$ cat config.mk
export PLATFORM = sky130hd
export DESIGN_NAME = id_ex_pipe_reg_flat
export DESIGN_NICKNAME = d
export VERILOG_FILES = /design/src/rtl/id_ex_pipe_reg_if.sv /design/src/rtl/id_ex_pipe_reg.sv /design/src/flat_wrapper.sv
export SDC_FILE = /design/constraint.sdc
export NUM_CORES = 1
export LEC_CHECK = 0
export CAP_MARGIN = 20
export CORE_AREA = 2 2 148 121
export CTS_CLUSTER_SIZE = 20
export DETAILED_ROUTE_END_ITERATION = 12
export DIE_AREA = 0 0 150 123
export PLACE_DENSITY = 0.72
export SETUP_SLACK_MARGIN = 0.15
export SLEW_MARGIN = 20
export SYNTH_ARGS = -nofsm -noshare
export SYNTH_HDL_FRONTEND = slang
export SYNTH_SLANG_ARGS = --single-unit
$ cat constraint.sdc
create_clock -name clk -period 0.8 [get_ports clk]
set_clock_uncertainty 0.15 [all_clocks]
set_input_delay 0.12 -clock clk [delete_from_list [all_inputs] [get_ports clk]]
set_output_delay 0.12 -clock clk [all_outputs]
set_load 0.05 [all_outputs]
$ cat src/rtl/id_ex_pipe_reg_if.sv
// ID/EX pipeline register bundle: decode-side inputs and EX-side outputs.
// master drives the id_* side, slave (the register) drives the ex_* side.
interface id_ex_pipe_reg_if #(
  parameter int XLEN  = 32,
  parameter int CNT_W = 16
);
  logic            id_valid;
  logic [XLEN-1:0] id_pc;
  logic [XLEN-1:0] id_read_data1;
  logic [XLEN-1:0] id_read_data2;
  logic [XLEN-1:0] id_imm;
  logic [4:0]      id_rs1;
  logic [4:0]      id_rs2;
  logic [4:0]      id_rd;
  logic            id_alu_src;
  logic [3:0]      id_alu_op;
  logic            id_reg_write;
  logic            id_mem_read;
  logic            id_mem_write;
  logic            id_mem_to_reg;
  logic            id_branch;

  logic             ex_valid;
  logic [XLEN-1:0]  ex_pc;
  logic [XLEN-1:0]  ex_read_data1;
  logic [XLEN-1:0]  ex_read_data2;
  logic [XLEN-1:0]  ex_imm;
  logic [4:0]       ex_rs1;
  logic [4:0]       ex_rs2;
  logic [4:0]       ex_rd;
  logic             ex_alu_src;
  logic [3:0]       ex_alu_op;
  logic             ex_reg_write;
  logic             ex_mem_read;
  logic             ex_mem_write;
  logic             ex_mem_to_reg;
  logic             ex_branch;
  logic [CNT_W-1:0] ex_bubble_cnt;

  modport master (
    output id_valid, id_pc,
    output id_read_data1, id_read_data2,
    output id_imm, id_rs1, id_rs2, id_rd,
    output id_alu_src, id_alu_op,
    output id_reg_write, id_mem_read,
    output id_mem_write, id_mem_to_reg,
    output id_branch,
    input  ex_valid, ex_pc,
    input  ex_read_data1, ex_read_data2,
    input  ex_imm, ex_rs1, ex_rs2, ex_rd,
    input  ex_alu_src, ex_alu_op,
    input  ex_reg_write, ex_mem_read,
    input  ex_mem_write, ex_mem_to_reg,
    input  ex_branch, ex_bubble_cnt
  );

  modport slave (
    input  id_valid, id_pc,
    input  id_read_data1, id_read_data2,
    input  id_imm, id_rs1, id_rs2, id_rd,
    input  id_alu_src, id_alu_op,
    input  id_reg_write, id_mem_read,
    input  id_mem_write, id_mem_to_reg,
    input  id_branch,
    output ex_valid, ex_pc,
    output ex_read_data1, ex_read_data2,
    output ex_imm, ex_rs1, ex_rs2, ex_rd,
    output ex_alu_src, ex_alu_op,
    output ex_reg_write, ex_mem_read,
    output ex_mem_write, ex_mem_to_reg,
    output ex_branch, ex_bubble_cnt
  );
endinterface

$ cat src/rtl/id_ex_pipe_reg.sv
// ID/EX pipeline register with stall hold and flush bubble insertion.
// Define ID_EX_BUBBLE_CNT_EN to enable the saturating bubble counter.
module id_ex_pipe_reg #(
  parameter int XLEN  = 32,
  parameter int CNT_W = 16
) (
  input  logic                 clk,
  input  logic                 rst_n,
  input  logic                 stall,
  input  logic                 flush,
  id_ex_pipe_reg_if.slave      bus
);

  typedef struct packed {
    logic            valid;
    logic [XLEN-1:0] pc;
    logic [XLEN-1:0] rd1;
    logic [XLEN-1:0] rd2;
    logic [XLEN-1:0] imm;
    logic [4:0]      rs1;
    logic [4:0]      rs2;
    logic [4:0]      rd;
    logic            alu_src;
    logic [3:0]      alu_op;
    logic            reg_write;
    logic            mem_read;
    logic            mem_write;
    logic            mem_to_reg;
    logic            branch;
  } id_ex_t;

  id_ex_t d_in;
  id_ex_t d_nxt;
  id_ex_t q;
  logic   bubble;

  always_comb begin
    d_in            = '0;
    d_in.valid      = 1'b1;
    d_in.pc         = bus.id_pc;
    d_in.rd1        = bus.id_read_data1;
    d_in.rd2        = bus.id_read_data2;
    d_in.imm        = bus.id_imm;
    d_in.rs1        = bus.id_rs1;
    d_in.rs2        = bus.id_rs2;
    d_in.rd         = bus.id_rd;
    d_in.alu_src    = bus.id_alu_src;
    d_in.alu_op     = bus.id_alu_op;
    d_in.reg_write  = bus.id_reg_write;
    d_in.mem_read   = bus.id_mem_read;
    d_in.mem_write  = bus.id_mem_write;
    d_in.mem_to_reg = bus.id_mem_to_reg;
    d_in.branch     = bus.id_branch;
  end

  // flush wins over stall; an invalid decode slot loads as a bubble
  always_comb begin
    d_nxt  = q;
    bubble = 1'b0;
    priority case (1'b1)
      flush: begin
        d_nxt  = '0;
        bubble = 1'b1;
      end
      stall: begin
        d_nxt  = q;
      end
      default: begin
        if (bus.id_valid) begin
          d_nxt = d_in;
        end else begin
          d_nxt  = '0;
          bubble = 1'b1;
        end
      end
    endcase
  end

  always_ff @(posedge clk or negedge rst_n) begin
    if (!rst_n) begin
      q <= '0;
    end else begin
      q <= d_nxt;
    end
  end

  assign bus.ex_valid      = q.valid;
  assign bus.ex_pc         = q.pc;
  assign bus.ex_read_data1 = q.rd1;
  assign bus.ex_read_data2 = q.rd2;
  assign bus.ex_imm        = q.imm;
  assign bus.ex_rs1        = q.rs1;
  assign bus.ex_rs2        = q.rs2;
  assign bus.ex_rd         = q.rd;
  assign bus.ex_alu_src    = q.alu_src;
  assign bus.ex_alu_op     = q.alu_op;
  assign bus.ex_reg_write  = q.reg_write;
  assign bus.ex_mem_read   = q.mem_read;
  assign bus.ex_mem_write  = q.mem_write;
  assign bus.ex_mem_to_reg = q.mem_to_reg;
  assign bus.ex_branch     = q.branch;

`ifdef ID_EX_BUBBLE_CNT_EN
  logic [CNT_W-1:0] cnt;

  // saturates instead of wrapping
  always_ff @(posedge clk or negedge rst_n) begin
    if (!rst_n) begin
      cnt <= '0;
    end else if (bubble && (cnt != {CNT_W{1'b1}})) begin
      cnt <= cnt + CNT_W'(1);
    end
  end

  assign bus.ex_bubble_cnt = cnt;
`else
  logic unused_bubble;
  assign unused_bubble     = bubble;
  assign bus.ex_bubble_cnt = '0;
`endif

endmodule

$ cat src/flat_wrapper.sv
// flat-port wrapper written by rule: the top's interface ports become plain ports
module id_ex_pipe_reg_flat 
#(
  parameter int XLEN  = 32,
  parameter int CNT_W = 16
)
  (clk, rst_n, stall, flush, bus_id_valid, bus_id_pc, bus_id_read_data1, bus_id_read_data2, bus_id_imm, bus_id_rs1, bus_id_rs2, bus_id_rd, bus_id_alu_src, bus_id_alu_op, bus_id_reg_write, bus_id_mem_read, bus_id_mem_write, bus_id_mem_to_reg, bus_id_branch, bus_ex_valid, bus_ex_pc, bus_ex_read_data1, bus_ex_read_data2, bus_ex_imm, bus_ex_rs1, bus_ex_rs2, bus_ex_rd, bus_ex_alu_src, bus_ex_alu_op, bus_ex_reg_write, bus_ex_mem_read, bus_ex_mem_write, bus_ex_mem_to_reg, bus_ex_branch, bus_ex_bubble_cnt);
  id_ex_pipe_reg_if #(.XLEN(XLEN), .CNT_W(CNT_W)) bus_i ();
  input  logic clk;
  input  logic rst_n;
  input  logic stall;
  input  logic flush;
  input wire logic [$bits(bus_i.id_valid)-1:0] bus_id_valid;
  input wire logic [$bits(bus_i.id_pc)-1:0] bus_id_pc;
  input wire logic [$bits(bus_i.id_read_data1)-1:0] bus_id_read_data1;
  input wire logic [$bits(bus_i.id_read_data2)-1:0] bus_id_read_data2;
  input wire logic [$bits(bus_i.id_imm)-1:0] bus_id_imm;
  input wire logic [$bits(bus_i.id_rs1)-1:0] bus_id_rs1;
  input wire logic [$bits(bus_i.id_rs2)-1:0] bus_id_rs2;
  input wire logic [$bits(bus_i.id_rd)-1:0] bus_id_rd;
  input wire logic [$bits(bus_i.id_alu_src)-1:0] bus_id_alu_src;
  input wire logic [$bits(bus_i.id_alu_op)-1:0] bus_id_alu_op;
  input wire logic [$bits(bus_i.id_reg_write)-1:0] bus_id_reg_write;
  input wire logic [$bits(bus_i.id_mem_read)-1:0] bus_id_mem_read;
  input wire logic [$bits(bus_i.id_mem_write)-1:0] bus_id_mem_write;
  input wire logic [$bits(bus_i.id_mem_to_reg)-1:0] bus_id_mem_to_reg;
  input wire logic [$bits(bus_i.id_branch)-1:0] bus_id_branch;
  output wire logic [$bits(bus_i.ex_valid)-1:0] bus_ex_valid;
  output wire logic [$bits(bus_i.ex_pc)-1:0] bus_ex_pc;
  output wire logic [$bits(bus_i.ex_read_data1)-1:0] bus_ex_read_data1;
  output wire logic [$bits(bus_i.ex_read_data2)-1:0] bus_ex_read_data2;
  output wire logic [$bits(bus_i.ex_imm)-1:0] bus_ex_imm;
  output wire logic [$bits(bus_i.ex_rs1)-1:0] bus_ex_rs1;
  output wire logic [$bits(bus_i.ex_rs2)-1:0] bus_ex_rs2;
  output wire logic [$bits(bus_i.ex_rd)-1:0] bus_ex_rd;
  output wire logic [$bits(bus_i.ex_alu_src)-1:0] bus_ex_alu_src;
  output wire logic [$bits(bus_i.ex_alu_op)-1:0] bus_ex_alu_op;
  output wire logic [$bits(bus_i.ex_reg_write)-1:0] bus_ex_reg_write;
  output wire logic [$bits(bus_i.ex_mem_read)-1:0] bus_ex_mem_read;
  output wire logic [$bits(bus_i.ex_mem_write)-1:0] bus_ex_mem_write;
  output wire logic [$bits(bus_i.ex_mem_to_reg)-1:0] bus_ex_mem_to_reg;
  output wire logic [$bits(bus_i.ex_branch)-1:0] bus_ex_branch;
  output wire logic [$bits(bus_i.ex_bubble_cnt)-1:0] bus_ex_bubble_cnt;
  assign bus_i.id_valid = bus_id_valid;
  assign bus_i.id_pc = bus_id_pc;
  assign bus_i.id_read_data1 = bus_id_read_data1;
  assign bus_i.id_read_data2 = bus_id_read_data2;
  assign bus_i.id_imm = bus_id_imm;
  assign bus_i.id_rs1 = bus_id_rs1;
  assign bus_i.id_rs2 = bus_id_rs2;
  assign bus_i.id_rd = bus_id_rd;
  assign bus_i.id_alu_src = bus_id_alu_src;
  assign bus_i.id_alu_op = bus_id_alu_op;
  assign bus_i.id_reg_write = bus_id_reg_write;
  assign bus_i.id_mem_read = bus_id_mem_read;
  assign bus_i.id_mem_write = bus_id_mem_write;
  assign bus_i.id_mem_to_reg = bus_id_mem_to_reg;
  assign bus_i.id_branch = bus_id_branch;
  assign bus_ex_valid = bus_i.ex_valid;
  assign bus_ex_pc = bus_i.ex_pc;
  assign bus_ex_read_data1 = bus_i.ex_read_data1;
  assign bus_ex_read_data2 = bus_i.ex_read_data2;
  assign bus_ex_imm = bus_i.ex_imm;
  assign bus_ex_rs1 = bus_i.ex_rs1;
  assign bus_ex_rs2 = bus_i.ex_rs2;
  assign bus_ex_rd = bus_i.ex_rd;
  assign bus_ex_alu_src = bus_i.ex_alu_src;
  assign bus_ex_alu_op = bus_i.ex_alu_op;
  assign bus_ex_reg_write = bus_i.ex_reg_write;
  assign bus_ex_mem_read = bus_i.ex_mem_read;
  assign bus_ex_mem_write = bus_i.ex_mem_write;
  assign bus_ex_mem_to_reg = bus_i.ex_mem_to_reg;
  assign bus_ex_branch = bus_i.ex_branch;
  assign bus_ex_bubble_cnt = bus_i.ex_bubble_cnt;
  id_ex_pipe_reg #(.XLEN(XLEN), .CNT_W(CNT_W)) u_core (.clk(clk), .rst_n(rst_n), .stall(stall), .flush(flush), .bus(bus_i));
endmodule
==> run summary <==
Vias = 5,373
Design area = 0.0125 mm2
Vias per cell = 5.35
Post-DP Area = 0.0110 mm2
Final WL = 22,700 um
Most frequent cells in the layout = 173 x buf_12, 153 x clkdlybuf4s50_1, 143 x a32o_1
Slowest CP cell = dfrtp_1
Final hold vios = 157
Initial antenna violation count = 0
CP max FO = 2
Violation count after the first detailed-route iteration = 252
CP max stage delay = 0.43 ns
Peak Freq = 772 MHz
Core area = 0.0170 mm2
CTS Root Cell = clkbuf_16
Crit start category = register
Final TNS setup = -93.77 ns
DRC viols = 0
Pre-antenna DRT Iters = 5
Mean Syn Cell Area = 15.3 um2
Setup CP Type = reg -> out
Most common cell after layout, fill and taps aside = buf_12
Max cap viols = 0
Die area = 0.0185 mm2
Nets = 924
Reg clk slew, reported paths = 0.06 ns
Pin count of the biggest net entering global routing = 59
CP Capture Type = output port
Seq/Total Area, Yosys = 65.8%
Delay-heaviest family, CP = flip-flops
# diodes = 0
# setup viols final = 308
Slew Viols, Final = 0
Synth Register Bits = 154
CTS tree = yes
Gr ovfl total = 0
Synth Instances = 383
Gpl congestion = 0.828
GRT Overall Usage = 23.7%
Outcome = finished with violations
Crit path cell chain = buf_12
Worst vdd ir = 1.60 mV
DIE HEIGHT = 123 um
Number of distinct library cells after synthesis = 15
Share of layout cells above drive strength 1 = 48.1%
Antenna Nets Post-Route = 0
Failing checks = negative hold slack, negative setup slack
CTS Buf Count = 17
Rows = 43
Critical Path AT = 1.03 ns
Clk sinks = 154
RSZ-0062 raised after global routing = true
Tcrit/Tclk final = 162%
P&R area growth vs syn = 113%
H-Tree Depth = 4
Critical Path RT = 0.53 ns
Power density over the cells = 1750 mW/mm2
Setup ws final = -0.495 ns
Hold WC Path Type = in -> async
Pleak = 5.31 nW
Ports = 328
Worst Path Buf+Inv = 1
Post-Syn Area = 0.00586 mm2
WL/cell = 22.6 um
Vias in the first global route = 5,717
First-pass GRT wire length = 33,000 um
Worst skew pair latency = 0.42 ns
Port bufs = 311
Die width = 150 um
Dpl hpwl = 15,100 um
Clk buf depth = 2
Min Tclk post-route = 1.30 ns
Initial Util = 34.5%
Worst hold slack = -0.611 ns
Synth Warn # = 0
==> cell type report <==
type,instances,area [um2]
timing repair buffer,416,5960
fill,1058,4530
sequential,154,3940
multi-input combinational,177,1670
clock buffer,18,429
tap,225,282
clock inverter,14,193
==> per-layer routing <==
layer,share of wire [%],GRT usage (%)
met5,0,0
met4,2.3,8.02
met3,7.9,7.75
met2,53,41.8
met1,37,27.4
==> stage by stage <==
step | setup WS, ns | cells | total power, mW | util [%] | hold WS [ns]
floorplan | -0.378 | 398 | 10.3 | - | -0.326
global placement | -0.868 | 902 | 12.9 | 64.5 | -0.163
detailed placement | -0.916 | 902 | 13.0 | 64.5 | -0.163
CTS | -0.517 | 979 | 21.9 | 71.4 | -0.618
global route | -0.531 | 1004 | 22.6 | 73.4 | -0.618
finish | -0.495 | 1004 | 21.9 | 73.4 | -0.611
==> cells in the mapped netlist <==
| library cell | n | area, um2 |
|---|---|---|
| a32o_1 | 151 | 1510 |
| conb_1 | 1 | 3.75 |
| buf_6 | 12 | 135 |
| nor2b_1 | 1 | 6.26 |
| nand2_1 | 2 | 7.51 |
| mux2i_1 | 1 | 10.0 |
| nor2_4 | 1 | 11.3 |
| buf_2 | 19 | 95.1 |
| clkbuf_1 | 15 | 56.3 |
| nand3b_1 | 2 | 15.0 |
| a21oi_1 | 2 | 10.0 |
| buf_1 | 5 | 18.8 |
| dfrtp_1 | 154 | 3850 |
| buf_4 | 16 | 120 |
| nor2_1 | 1 | 3.75 |
==> report_power, final <==
part           switching [mW]  total, mW  internal [mW]
registers               0.359       8.46           8.11
clock network            3.32       8.57           5.24
logic                    2.31       4.84           2.54
total                    5.99       21.9           15.9
==> timing repair <==
action | CTS | global route
buffers inserted | 41 | 25
pin swaps | 143 | 15
setup endpoints to repair | 308 | 308
cloned | 4 | 0
resized for setup | 40 | 45
hold endpoints to repair | 157 | 157
==> cells by family (layout without fill, tap and decap cells) <==
logic type / after synthesis / after routing / synth area share [%]
other cells: 1 / 16 / 0.0640
simple gates: 7 / 7 / 0.748
buf+inv: 67 / 448 / 7.26
mux: 1 / 1 / 0.171
compound gates: 153 / 153 / 26.0
flops: 154 / 154 / 65.8
==> path summary, 6_finish.rpt <==
check	cells past startpoint	slack, ns	endpoint	startpoint
min in group clk	4	-0.09	u_core.bus.ex_pc[31]$_DFFE_PN0P_	flush
hold / removal	1	-0.61	u_core.bus.ex_read_data1[23]$_DFFE_PN0P_	rst_n
max in group asynchronous	2	0.66	u_core.bus.ex_pc[0]$_DFFE_PN0P_	rst_n
setup reg to reg	3	-0.36	u_core.bus.ex_imm[12]$_DFFE_PN0P_	u_core.bus.ex_imm[12]$_DFFE_PN0P_
hold reg to reg	1	0.38	u_core.bus.ex_pc[30]$_DFFE_PN0P_	u_core.bus.ex_pc[30]$_DFFE_PN0P_
setup / recovery	1	-0.50	bus_ex_imm[28]	u_core.bus.ex_imm[28]$_DFFE_PN0P_
(Power assumes the default switching activity.)
